`src/rtl/nibble_serial_add_ctrl_pkg.sv`:
```
// Shared constants for the nibble-serial adder: FSM encoding and slice width.
// Optional subtract mode is enabled by defining NSADD_SUB_EN (see the interface and top).
package nibble_serial_add_ctrl_pkg;
   localparam int NIB_W = 4;

   localparam logic [1:0] ST_IDLE = 2'd0;
   localparam logic [1:0] ST_RUN  = 2'd1;
   localparam logic [1:0] ST_DONE = 2'd2;
endpackage

```
`src/rtl/nibble_serial_add_ctrl_if.sv`:
```
// Host-side handshake and operand/result bundle for nibble_serial_add_ctrl.
// Defining NSADD_SUB_EN adds the 'sub' request bit.
interface nibble_serial_add_ctrl_if #(
   parameter int NIBBLES = 4
);
   import nibble_serial_add_ctrl_pkg::*;
   localparam int W = NIB_W * NIBBLES;

   logic         start;
   logic [W-1:0] a;
   logic [W-1:0] b;
   logic         c_in;
`ifdef NSADD_SUB_EN
   logic         sub;
`endif
   logic         busy;
   logic         done;
   logic [W-1:0] s;
   logic         c_out;
   logic         ovf;

   modport master (
      output start, a, b, c_in,
`ifdef NSADD_SUB_EN
      output sub,
`endif
      input  busy, done, s, c_out, ovf
   );

   modport slave (
      input  start, a, b, c_in,
`ifdef NSADD_SUB_EN
      input  sub,
`endif
      output busy, done, s, c_out, ovf
   );
endinterface

```
`src/rtl/nibble_adder.sv`:
```
// 4-bit combinational ripple-carry slice built from full adders.
module nibble_adder
   import nibble_serial_add_ctrl_pkg::*;
(
   input  logic [NIB_W-1:0] a,
   input  logic [NIB_W-1:0] b,
   input  logic             c_in,
   output logic [NIB_W-1:0] s,
   output logic             c_out
);
   logic [NIB_W:0] cy;

   assign cy[0] = c_in;

   for (genvar i = 0; i < NIB_W; i++) begin : g_fa
      assign s[i]    = a[i] ^ b[i] ^ cy[i];
      assign cy[i+1] = (a[i] & b[i]) | (cy[i] & (a[i] ^ b[i]));
   end

   assign c_out = cy[NIB_W];
endmodule

```
`src/rtl/nibble_serial_add_ctrl.sv`:
```
// Sequencer adding two W-bit operands one nibble per clock through a single slice.
// Defining NSADD_SUB_EN enables a - b via inverted B and forced carry-in.
module nibble_serial_add_ctrl
   import nibble_serial_add_ctrl_pkg::*;
#(
   parameter int NIBBLES = 4
) (
   input logic                      clk,
   input logic                      rst,
   nibble_serial_add_ctrl_if.slave  bus
);
   localparam int W     = NIB_W * NIBBLES;
   localparam int IDX_W = (NIBBLES > 1) ? $clog2(NIBBLES) : 1;
   localparam logic [IDX_W-1:0] IDX_LAST = IDX_W'(NIBBLES - 1);

   logic [1:0]       state;
   logic [W-1:0]     op_a;
   logic [W-1:0]     op_b;
   logic [W-1:0]     s_r;
   logic             carry_reg;
   logic             c_out_r;
   logic             ovf_r;
   logic [IDX_W-1:0] idx;

   logic [NIB_W-1:0] nib_a;
   logic [NIB_W-1:0] nib_b;
   logic [NIB_W-1:0] nib_s;
   logic             nib_c;
   logic             accept;
   logic             sub_req;
   logic [W-1:0]     b_eff;
   logic             cin_eff;

`ifdef NSADD_SUB_EN
   assign sub_req = bus.sub;
`else
   assign sub_req = 1'b0;
`endif

   assign accept  = bus.start && ((state == ST_IDLE) || (state == ST_DONE));
   assign b_eff   = sub_req ? ~bus.b : bus.b;
   assign cin_eff = sub_req ? 1'b1 : bus.c_in;

   assign nib_a = op_a[idx*NIB_W +: NIB_W];
   assign nib_b = op_b[idx*NIB_W +: NIB_W];

   nibble_adder u_slice (
      .a     (nib_a),
      .b     (nib_b),
      .c_in  (carry_reg),
      .s     (nib_s),
      .c_out (nib_c)
   );

   always_ff @(posedge clk) begin
      if (rst) begin
         state     <= ST_IDLE;
         op_a      <= '0;
         op_b      <= '0;
         carry_reg <= 1'b0;
         idx       <= '0;
         s_r       <= '0;
         c_out_r   <= 1'b0;
         ovf_r     <= 1'b0;
      end else begin
         case (state)
            ST_RUN: begin
               s_r[idx*NIB_W +: NIB_W] <= nib_s;
               carry_reg               <= nib_c;
               idx                     <= idx + IDX_W'(1);
               // Top nibble: its sign bit is the fresh slice output, not yet in s_r.
               if (idx == IDX_LAST) begin
                  state   <= ST_DONE;
                  c_out_r <= nib_c;
                  ovf_r   <= (op_a[W-1] == op_b[W-1]) && (nib_s[NIB_W-1] != op_a[W-1]);
               end
            end
            default: begin
               if (accept) begin
                  state     <= ST_RUN;
                  op_a      <= bus.a;
                  op_b      <= b_eff;
                  carry_reg <= cin_eff;
                  idx       <= '0;
                  s_r       <= '0;
                  c_out_r   <= 1'b0;
                  ovf_r     <= 1'b0;
               end else if (state == ST_DONE) begin
                  state <= ST_IDLE;
               end
            end
         endcase
      end
   end

   assign bus.busy  = (state == ST_RUN);
   assign bus.done  = (state == ST_DONE);
   assign bus.s     = s_r;
   assign bus.c_out = c_out_r;
   assign bus.ovf   = ovf_r;
endmodule

```
`src/flat_wrapper.sv`:
```
// flat-port wrapper written by rule: the top's interface ports become plain ports
module nibble_serial_add_ctrl_flat import nibble_serial_add_ctrl_pkg::*;
#(
   parameter int NIBBLES = 4
)
  (clk, rst, bus_start, bus_a, bus_b, bus_c_in, bus_busy, bus_done, bus_s, bus_c_out, bus_ovf);
  nibble_serial_add_ctrl_if #(.NIBBLES(NIBBLES)) bus_i ();
  input logic clk;
  input logic rst;
  input wire logic [$bits(bus_i.start)-1:0] bus_start;
  input wire logic [$bits(bus_i.a)-1:0] bus_a;
  input wire logic [$bits(bus_i.b)-1:0] bus_b;
  input wire logic [$bits(bus_i.c_in)-1:0] bus_c_in;
  output wire logic [$bits(bus_i.busy)-1:0] bus_busy;
  output wire logic [$bits(bus_i.done)-1:0] bus_done;
  output wire logic [$bits(bus_i.s)-1:0] bus_s;
  output wire logic [$bits(bus_i.c_out)-1:0] bus_c_out;
  output wire logic [$bits(bus_i.ovf)-1:0] bus_ovf;
  assign bus_i.start = bus_start;
  assign bus_i.a = bus_a;
  assign bus_i.b = bus_b;
  assign bus_i.c_in = bus_c_in;
  assign bus_busy = bus_i.busy;
  assign bus_done = bus_i.done;
  assign bus_s = bus_i.s;
  assign bus_c_out = bus_i.c_out;
  assign bus_ovf = bus_i.ovf;
  nibble_serial_add_ctrl #(.NIBBLES(NIBBLES)) u_core (.clk(clk), .rst(rst), .bus(bus_i));
endmodule
```
`config.mk`:
```
export PLATFORM = sky130hd
export DESIGN_NAME = nibble_serial_add_ctrl_flat
export DESIGN_NICKNAME = d
export VERILOG_FILES = /design/src/rtl/nibble_serial_add_ctrl_pkg.sv /design/src/rtl/nibble_serial_add_ctrl_if.sv /design/src/rtl/nibble_adder.sv /design/src/rtl/nibble_serial_add_ctrl.sv /design/src/flat_wrapper.sv
export SDC_FILE = /design/constraint.sdc
export NUM_CORES = 1
export LEC_CHECK = 0
export CAP_MARGIN = 20
export CORE_ASPECT_RATIO = 1.25
export CORE_UTILIZATION = 28
export CTS_BUF_LIST = sky130_fd_sc_hd__clkbuf_4
export CTS_CLUSTER_SIZE = 30
export DETAILED_ROUTE_END_ITERATION = 8
export PLACE_DENSITY = 0.6
export SYNTH_ARGS = -nofsm -noshare
export SYNTH_HDL_FRONTEND = slang
export SYNTH_HIERARCHICAL = 1
export SYNTH_SLANG_ARGS = --single-unit
```
`constraint.sdc`:
```
create_clock -name clk -period 4.3 [get_ports clk]
set_input_delay 0.86 -clock clk [delete_from_list [all_inputs] [get_ports clk]]
set_output_delay 0.86 -clock clk [all_outputs]
set_load 0.01 [all_outputs]
```
# [After elaboration in Yosys (flattened, before gate mapping)]
# Index checks and enable logic that the tools add are counted.
[op_classes] n_shift=4 eq_ne=6 muxes=16 reduce_logical=9 bitwise=21 n_addsub=2
[ops] cell="negation 4 -> 34 bit" count=1
[ops] cell="variable shift 4 x 34 -> 16 bit, first input constant" count=1
[ops] cell="indexed part select 4 x 34 -> 16 bit" count=1
[ops] cell="two-way mux 16 bit" count=2
[ops] cell="indexed part select 16 x 5 -> 4 bit" count=2
[ops] cell="bitwise mux 16 bit" count=1
[ops] cell="two-way mux 2 bit" count=6
[ops] cell="bitwise AND 1 bit" count=8
[ops] cell="bitwise XOR 1 bit" count=8
[ops] cell="two-way mux 1 bit" count=7
[ops] cell="AND reduction 2 bit" count=3
[ops] cell="equality test 2 bit, second input constant" count=2
[ops] cell="bitwise OR 1 bit" count=4
[ops] cell="nonzero test 3 bit" count=1
[ops] cell="adder 2 x 1 -> 2 bit, second input constant" count=1
[ops] cell="equality test 2 x 1 -> 1 bit, second input constant" count=1
[ops] cell="logical AND 1 bit" count=2
[ops] cell="logical NOT 2 bit" count=1
[ops] cell="!= test 2 x 1 -> 1 bit, second input constant" count=1
[ops] cell="nonzero test 2 bit" count=1
[ops] cell="equality test 1 bit" count=1
[ops] cell="logical OR 1 bit" count=1
[ops] cell="!= test 1 bit" count=1
[ops] cell="NOT 1 bit" count=1
[totals] reg_bits=55 input_bits=36

# [Logic depth before layout (Yosys ltp)]
[depth] depth_word=13 mapped_depth=13 depth_no_buf=12

# [By module]
# The synthesis kept the hierarchy.
[by_module_without_submodules] module="nibble_serial_add_ctrl" cells_per_inst=256 area_each_um2=2459.9 seq_area_each_um2=1101.1 n_inst=1
[by_module_without_submodules] module="nibble_adder" cells_per_inst=14 area_each_um2=117.6 seq_area_each_um2=0.0 n_inst=1

# [Worst setup path after synthesis]
# No wires, ideal clock.
[synth_timing] path_kind="reg-to-reg" startpoint="reg u_core.idx[0]" endpoint="reg u_core.ovf_r, in the netlist u_core/bus.ovf" required_time_ps=4230 slack_ps=792 path_stages_with_launch=14 path_buffers=1 t_arrival_ps=3438 path_cell_list="dfxtp_1 buf_6 mux4_2 fa_1 inv_1 fa_1 inv_1 fa_1 inv_1 fa_1 inv_1 or3b_2 a21o_1 a21oi_1"
[synth_via] elab_chain_len=13 elab_cells_between_ends=23 cone_classes="3 x eq/ne; 2 x shift; 2 x mux; 14 x bitwise; 2 x reduce/logical"
[synth_rtl] item="start: declaration" line="nibble_serial_add_ctrl.sv:23" rtl="logic [IDX_W-1:0] idx;"
[synth_rtl] item="start signal: assignment" line="nibble_serial_add_ctrl.sv:70" rtl="idx <= idx + IDX_W'(1);"
[synth_rtl] item="indexed part select 16 x 5 -> 4 bit *" line="nibble_serial_add_ctrl.sv:44" rtl="assign nib_a = op_a[idx*NIB_W +: NIB_W];"
[synth_rtl] item="net u_core.nib_a[0]" line="nibble_serial_add_ctrl.sv:25" rtl="logic [NIB_W-1:0] nib_a;"
[synth_rtl] item="bitwise XOR 1 bit" line="nibble_adder.sv:17" rtl="assign cy[i+1] = (a[i] & b[i]) | (cy[i] & (a[i] ^ b[i]));"
[synth_rtl] item="bitwise AND 1 bit" line="nibble_adder.sv:17"
[synth_rtl] item="bitwise OR 1 bit *" line="nibble_adder.sv:17"
[synth_rtl] item="bitwise AND 1 bit *" line="nibble_adder.sv:17"
[synth_rtl] item="bitwise OR 1 bit *" line="nibble_adder.sv:17"
[synth_rtl] item="bitwise AND 1 bit *" line="nibble_adder.sv:17"
[synth_rtl] item="bitwise OR 1 bit *" line="nibble_adder.sv:17"
[synth_rtl] item="bitwise XOR 1 bit *" line="nibble_adder.sv:16" rtl="assign s[i] = a[i] ^ b[i] ^ cy[i];"
[synth_rtl] item="net u_core.nib_s[3]" line="nibble_serial_add_ctrl.sv:27" rtl="logic [NIB_W-1:0] nib_s;"
[synth_rtl] item="!= test 1 bit *" line="nibble_serial_add_ctrl.sv:75" rtl="ovf_r <= (op_a[W-1] == op_b[W-1]) && (nib_s[NIB_W-1] != op_a[W-1]);"
[synth_rtl] item="logical AND 1 bit *" line="nibble_serial_add_ctrl.sv:75"
[synth_rtl] item="two-way mux 1 bit *" line="nibble_serial_add_ctrl.sv:72" rtl="if (idx == IDX_LAST) begin"
[synth_rtl] item="two-way mux 1 bit *" line="nibble_serial_add_ctrl.sv:66" rtl="case (state)"
[synth_rtl] item="end signal: assignment" line="nibble_serial_add_ctrl.sv:75"
[synth_rtl] item="end: declaration" line="nibble_serial_add_ctrl.sv:22" rtl="logic ovf_r;"
# Mark *: on every way through the listed nets, which the timed path passes. The rest lies on a longest branch. The select of a mux whose other input is x is not followed.
# A chain may end at the register's enable or synchronous reset.

# [Worst setup path after layout]
# Same ends and word-level chain as after synthesis.

==> run summary <==
status: finished, final reports clean
Design Power: 0.00101 W
Post-Syn Nets: 319
Clock Tree Buf Depth: 2
Max Cap Violations: 0
Hold/Removal Path Class: register to register
maximum clock rate: 0.270 GHz
area leader, netlist: dfxtp_1
CP bufs+invs: 4
R2R setup slack: 0.60 ns
hold-critical path depth: 2
Synth Flop Type: dfxtp_1
hold path endpoint: u_core/op_b[6]
top post-synthesis cells by count: dfxtp_1 (55), a21oi_1 (37), nand3_1 (36), o21ai_0 (33)
Post-DP HPWL: 4540 µm
CP delay by family, top: adder cells
setup_tns: 0 ns
CP max stage cell: dfxtp_1
Post-Syn Instances: 270
# rows: 38
syn_area_per_cell: 9.55 µm²
post_cts resized: 0
largest net degree at the start of global routing: 52
VDD IR max: 108 µV
max-slew violations: 0
diodes inserted: 0
Setup WS pre-CTS: 0.573 ns
drt drc: 0
Distinct cells, synth: 35
pwr/cell area: 309 nW/µm²
vias: 2,126
Root Driver: clkbuf_4
P_leak: 1.13 nW
Yosys reg bits: 55
clock sink total: 55
WL final: 6180 µm
final setup violation count: 0
clock latency on the worst-skew pair: 0.38 ns
Area Growth Syn to Fin: 26.3%
Cell Chain, Critical Path: mux4_2, fa_1, inv_1, fa_1, inv_1, fa_1, inv_1, fa_1, inv_1, or3b_2, a21o_1, a21oi_1
core area: 8800 µm²
H-tree depth: 2
Worst EP required: 4.61 ns
count leader, synth: dfxtp_1
routed len/inst: 14.2 µm
Startpoint Class: register
Num CTS Buffers: 5
Worst Path Arrival: 4.01 ns
synthesized area: 2580 µm²
vias in the first global route: 1,994
worst reg2reg path endpoint: u_core/bus.ovf
IO Port Bufs: 55
antenna-violating nets left: 0
Die W: 87.8 µm
min-delay src: u_core/op_b[6]
Final Critical Period: 3.70 ns
register area share after synthesis: 42.7%
worst rel slew slack: 31.1%
multi-input gate area in the final layout: 1290 µm²
# IOs: 56
initial antenna violation count: 0
Worst Clk Skew: 0.0101 ns
sequential cell area: 1100 µm²
Pre-antenna DRT Iters: 4
share of cells above drive strength 1: 8.89%
Post-synth EDFFs: 0
post-synth top area share: 42.7%
CP Depth: 12
Tcrit/Tclk final: 86.1%
top post-synthesis cells by area: dfxtp_1 (43%), a21oi_1 (7.2%), nand3_1 (7.0%)
total gr overflow: 0
RR Startpoint: u_core/idx[0]
Starting Density: 29.3%
Fillers: 887
slowest cell delay on critical path: 0.61 ns
crit-path max FO: 9
Worst setup EP type: register
Die Y: 109 µm
Layout Nets: 363
CTS tree: built
unrepaired setup endpoints after global routing: false
Tot GR Track Use: 13.5%
reg2reg path depth: 12
Post-CTS Setup Inserts: 0
Async S/R FF share, synth: 0%
DR iter-0 viols: 155
Slew @ Worst Pin: 1.03 ns
first-pass GRT wire length: 9980 µm
cts hold-fix bufs: 0
Vias/cell: 4.89
die area: 9600 µm²
Worst-path clk slew: 0.15 ns
YS warnings: 6
final worst slack: 0.598 ns
gpl congestion: 0.842
Hold Vio Cnt, Final: 0
Setup Crit Path Kind: register to register
==> worst min-delay path, stage by stage, from the launching register on <==
cell and delay, ns:
dfxtp_1 0.33, o21ai_0 0.06, a21oi_1 0.06
==> cell type report <==
cell class | count | share of cell area, %
clock buffers | 6 | 1.38
clock inverters | 2 | 0.231
inverters | 17 | 1.96
multi-input cells | 174 | 39.7
flip-flops and latches | 55 | 33.8
well taps | 120 | 4.61
repair buffers | 61 | 18.3
==> per-layer routing <==
layer	routed length, µm	part of all wire [%]	up-vias	track usage [%]
li1	-	-	1068	-
met1	2800	45	994	17.4
met2	2970	48	54	22.0
met3	309	5.0	10	2.95
met4	104	1.7	0	5.15
met5	0	0	-	0
==> worst max-delay path by stage <==
stage	startpoint	endpoint
CTS	u_core/idx[0]	u_core/bus.ovf
finish	u_core/idx[0]	u_core/bus.ovf
floorplan	u_core/idx[0]	u_core/bus.ovf
detailed placement	u_core/idx[0]	u_core/bus.ovf
global route	u_core/idx[0]	u_core/bus.ovf
global placement	u_core/idx[0]	u_core/bus.ovf
==> power by group <==
group,switching (W),total [W],internal (W)
Combinational,0.000126,0.000226,0.0000997
Clock,0.000154,0.000221,0.0000673
Sequential,0.0000199,0.000559,0.000539
Total,0.000300,0.00101,0.000706
==> stage by stage <==
stage               instances  instance area, µm²  hold slack (ns)  utilization (%)
finish                    435                3260            0.486             37.0
global route              435                3260            0.506             37.0
CTS                       435                3260            0.487             37.0
detailed placement        427                3200            0.468             36.4
global placement          427                3200            0.465             36.4
floorplan                 270                2580            0.451                -
==> cells by family after synthesis <==
kind of cell,count (synthesis),synth area share (%)
compound gates,98,23.5
fa+ha+maj,13,7.48
buf+inv,41,7.28
flops,55,42.7
mux,8,6.99
simple gates,55,12.0
==> cell usage in the layout, fill, tap and decap left out, types with 8 or more instances in the layout <==
master           instances
clkdlybuf4s50_1         55
o21ai_0                 33
nand3_1                 36
dfxtp_1                 55
ha_1                     9
inv_1                   16
a21oi_1                 37
a22o_1                  16
mux4_2                   8
Note: power is estimated with default switching activity, not from simulation.
==> edit (same settings) <==
Change the package constant `NIB_W` from 4 to 3.
--- a/src/rtl/nibble_serial_add_ctrl_pkg.sv
+++ b/src/rtl/nibble_serial_add_ctrl_pkg.sv
@@ -1,7 +1,7 @@
 // Shared constants for the nibble-serial adder: FSM encoding and slice width.
 // Optional subtract mode is enabled by defining NSADD_SUB_EN (see the interface and top).
 package nibble_serial_add_ctrl_pkg;
-   localparam int NIB_W = 4;
+   localparam int NIB_W = 3;
 
    localparam logic [1:0] ST_IDLE = 2'd0;
    localparam logic [1:0] ST_RUN  = 2'd1;
Interface: changed (resized bus_a, bus_b and bus_s); port bits go from 56 to 44. The function was not compared with the original's and may differ.
==> edit against the unedited design <==
Critical endpoint unchanged. Setup slack better by 550 ps. Via count fell by 18%. Highest routed layer unchanged. Area after synthesis is 19% lower. Routed wire length decreased by 24%. Largest cell class unchanged. Design area is 20% lower. Sequential cell count fell by 12. Cell count down 18%. Total power shrank 22%.
==> edit: results (changes against the unedited design) <==
synthesis:
  synthTopCellsByArea: "dfxtp_1 41%, a21oi_1 8.2%, nand3_1 6.5%"
  synthTopCellsByCount: "43 x dfxtp_1, 34 x a21oi_1, 27 x nand3_1, 25 x o21ai_0, 17 x inv_1"
  avgSynthCellArea_um2: 8.94  # -6.3%
  yosys.cell_types.count: 32  # -8.6%
  syn_nets: 273  # -14%
timing:
  whs_ps: 489  # +3.59 ps
  finClkSkew_ps: 10.5  # +0.466 ps
power:
  p_leak_nw: 0.914  # -19%
  p_switching_uw: 235  # -22%
cells_and_area:
  nets: 306  # -16%
  final_cell_count_no_fill: 356  # -18%
  n_fill_cell: 782  # -12%
status:
  outcome: "finished clean"
setup_path:
  cp_data_arrival_time_ps: 3380  # -630 ps
  reg2reg_depth: 11  # -1
  worst-r2r-setup-slack_ps: 1140  # +550 ps
  cp_max_fo: 14  # +5
route:
  vias: 1737  # -18%
  wl_per_cell_um: 13.2  # -7.0%
clock_tree:
  path_clk_slew_ps: 120  # -30 ps
  clock_latency_ps: 340  # -40 ps
global_routing:
  grt_pass1_wl_um: 7930  # -21%
  grt_max_degree: 51  # -1.9%
  grt_usage: 0.126  # -0.00898
min_path:
  holdPathEnd: "u_core/op_a[2]"
  min-delay-start: "u_core/op_a[2]"
place:
  gp_congestion: 0.746  # -11%
  dpl.cell_count: 349  # -18%
  hpwl_um: 3300  # -27%
  port_buffers: 43  # -22%
-- edit: power by group through the flow --
stage	clock, mW	combinational (mW)	sequential, mW
6_report	0.176	0.173	0.439
5_1_grt	0.203	0.195	0.443
4_1_cts	0.188	0.176	0.440
3_5_place_dp	0	0.175	0.449
3_3_place_gp	0	0.173	0.448
2_1_floorplan	0	0.125	0.439
-- edit: critical path, stage by stage (launching register included) --
cell     delay [ps]
dfxtp_1         730
mux4_2          570
inv_1            90
fa_1            170
inv_1            50
fa_1            350
inv_1            90
fa_1            420
inv_1           170
and3b_1         200
a21oi_1         120
o31ai_1          70
-- edit: worst max-delay path by stage --
stage | startpoint | endpoint | slack [ps] | depth (start not counted)
4_1_cts | u_core/idx[0] | u_core/bus.ovf | 1110 | 11
3_5_place_dp | u_core/idx[0] | u_core/bus.ovf | 1120 | 11
2_1_floorplan | u_core/idx[0] | u_core/bus.ovf | 1480 | 12
6_report | u_core/idx[0] | u_core/bus.ovf | 1140 | 11
5_1_grt | u_core/idx[0] | u_core/bus.ovf | 890 | 11
3_3_place_gp | u_core/idx[0] | u_core/bus.ovf | 1250 | 11
-- edit: stage by stage --
step | worst slack [ps] | instance area [µm²]
finish | 1140 | 2600
CTS | 1110 | 2600
global route | 893 | 2600
global placement | 1250 | 2560
detailed placement | 1120 | 2560
floorplan | 1480 | 2080
-- edit: logic make-up after synthesis --
group	after synthesis	share of synthesized area
buf+inv	38	0.0787
compound gates	82	0.231
simple gates	52	0.130
fa+ha+maj	12	0.0829
mux	6	0.0649
flops	43	0.413
-- edit: layout make-up --
type,count,area share
Inverter,18,0.0260
Tap cell,90,0.0433
Sequential cell,43,0.331
Multi-Input combinational cell,152,0.408
Clock buffer,5,0.0144
Timing Repair Buffer,46,0.174
Clock inverter,2,0.00337
-- edit: routing by layer --
| metal | up-vias | routed length, µm | global-route usage |
|---|---|---|---|
| met3 | 9 | 263 | 0.0315 |
| met4 | 0 | 76 | 0.0420 |
| met2 | 43 | 2170 | 0.196 |
| li1 | 896 | - | - |
| met1 | 789 | 2190 | 0.172 |
| met5 | - | 0 | 0 |
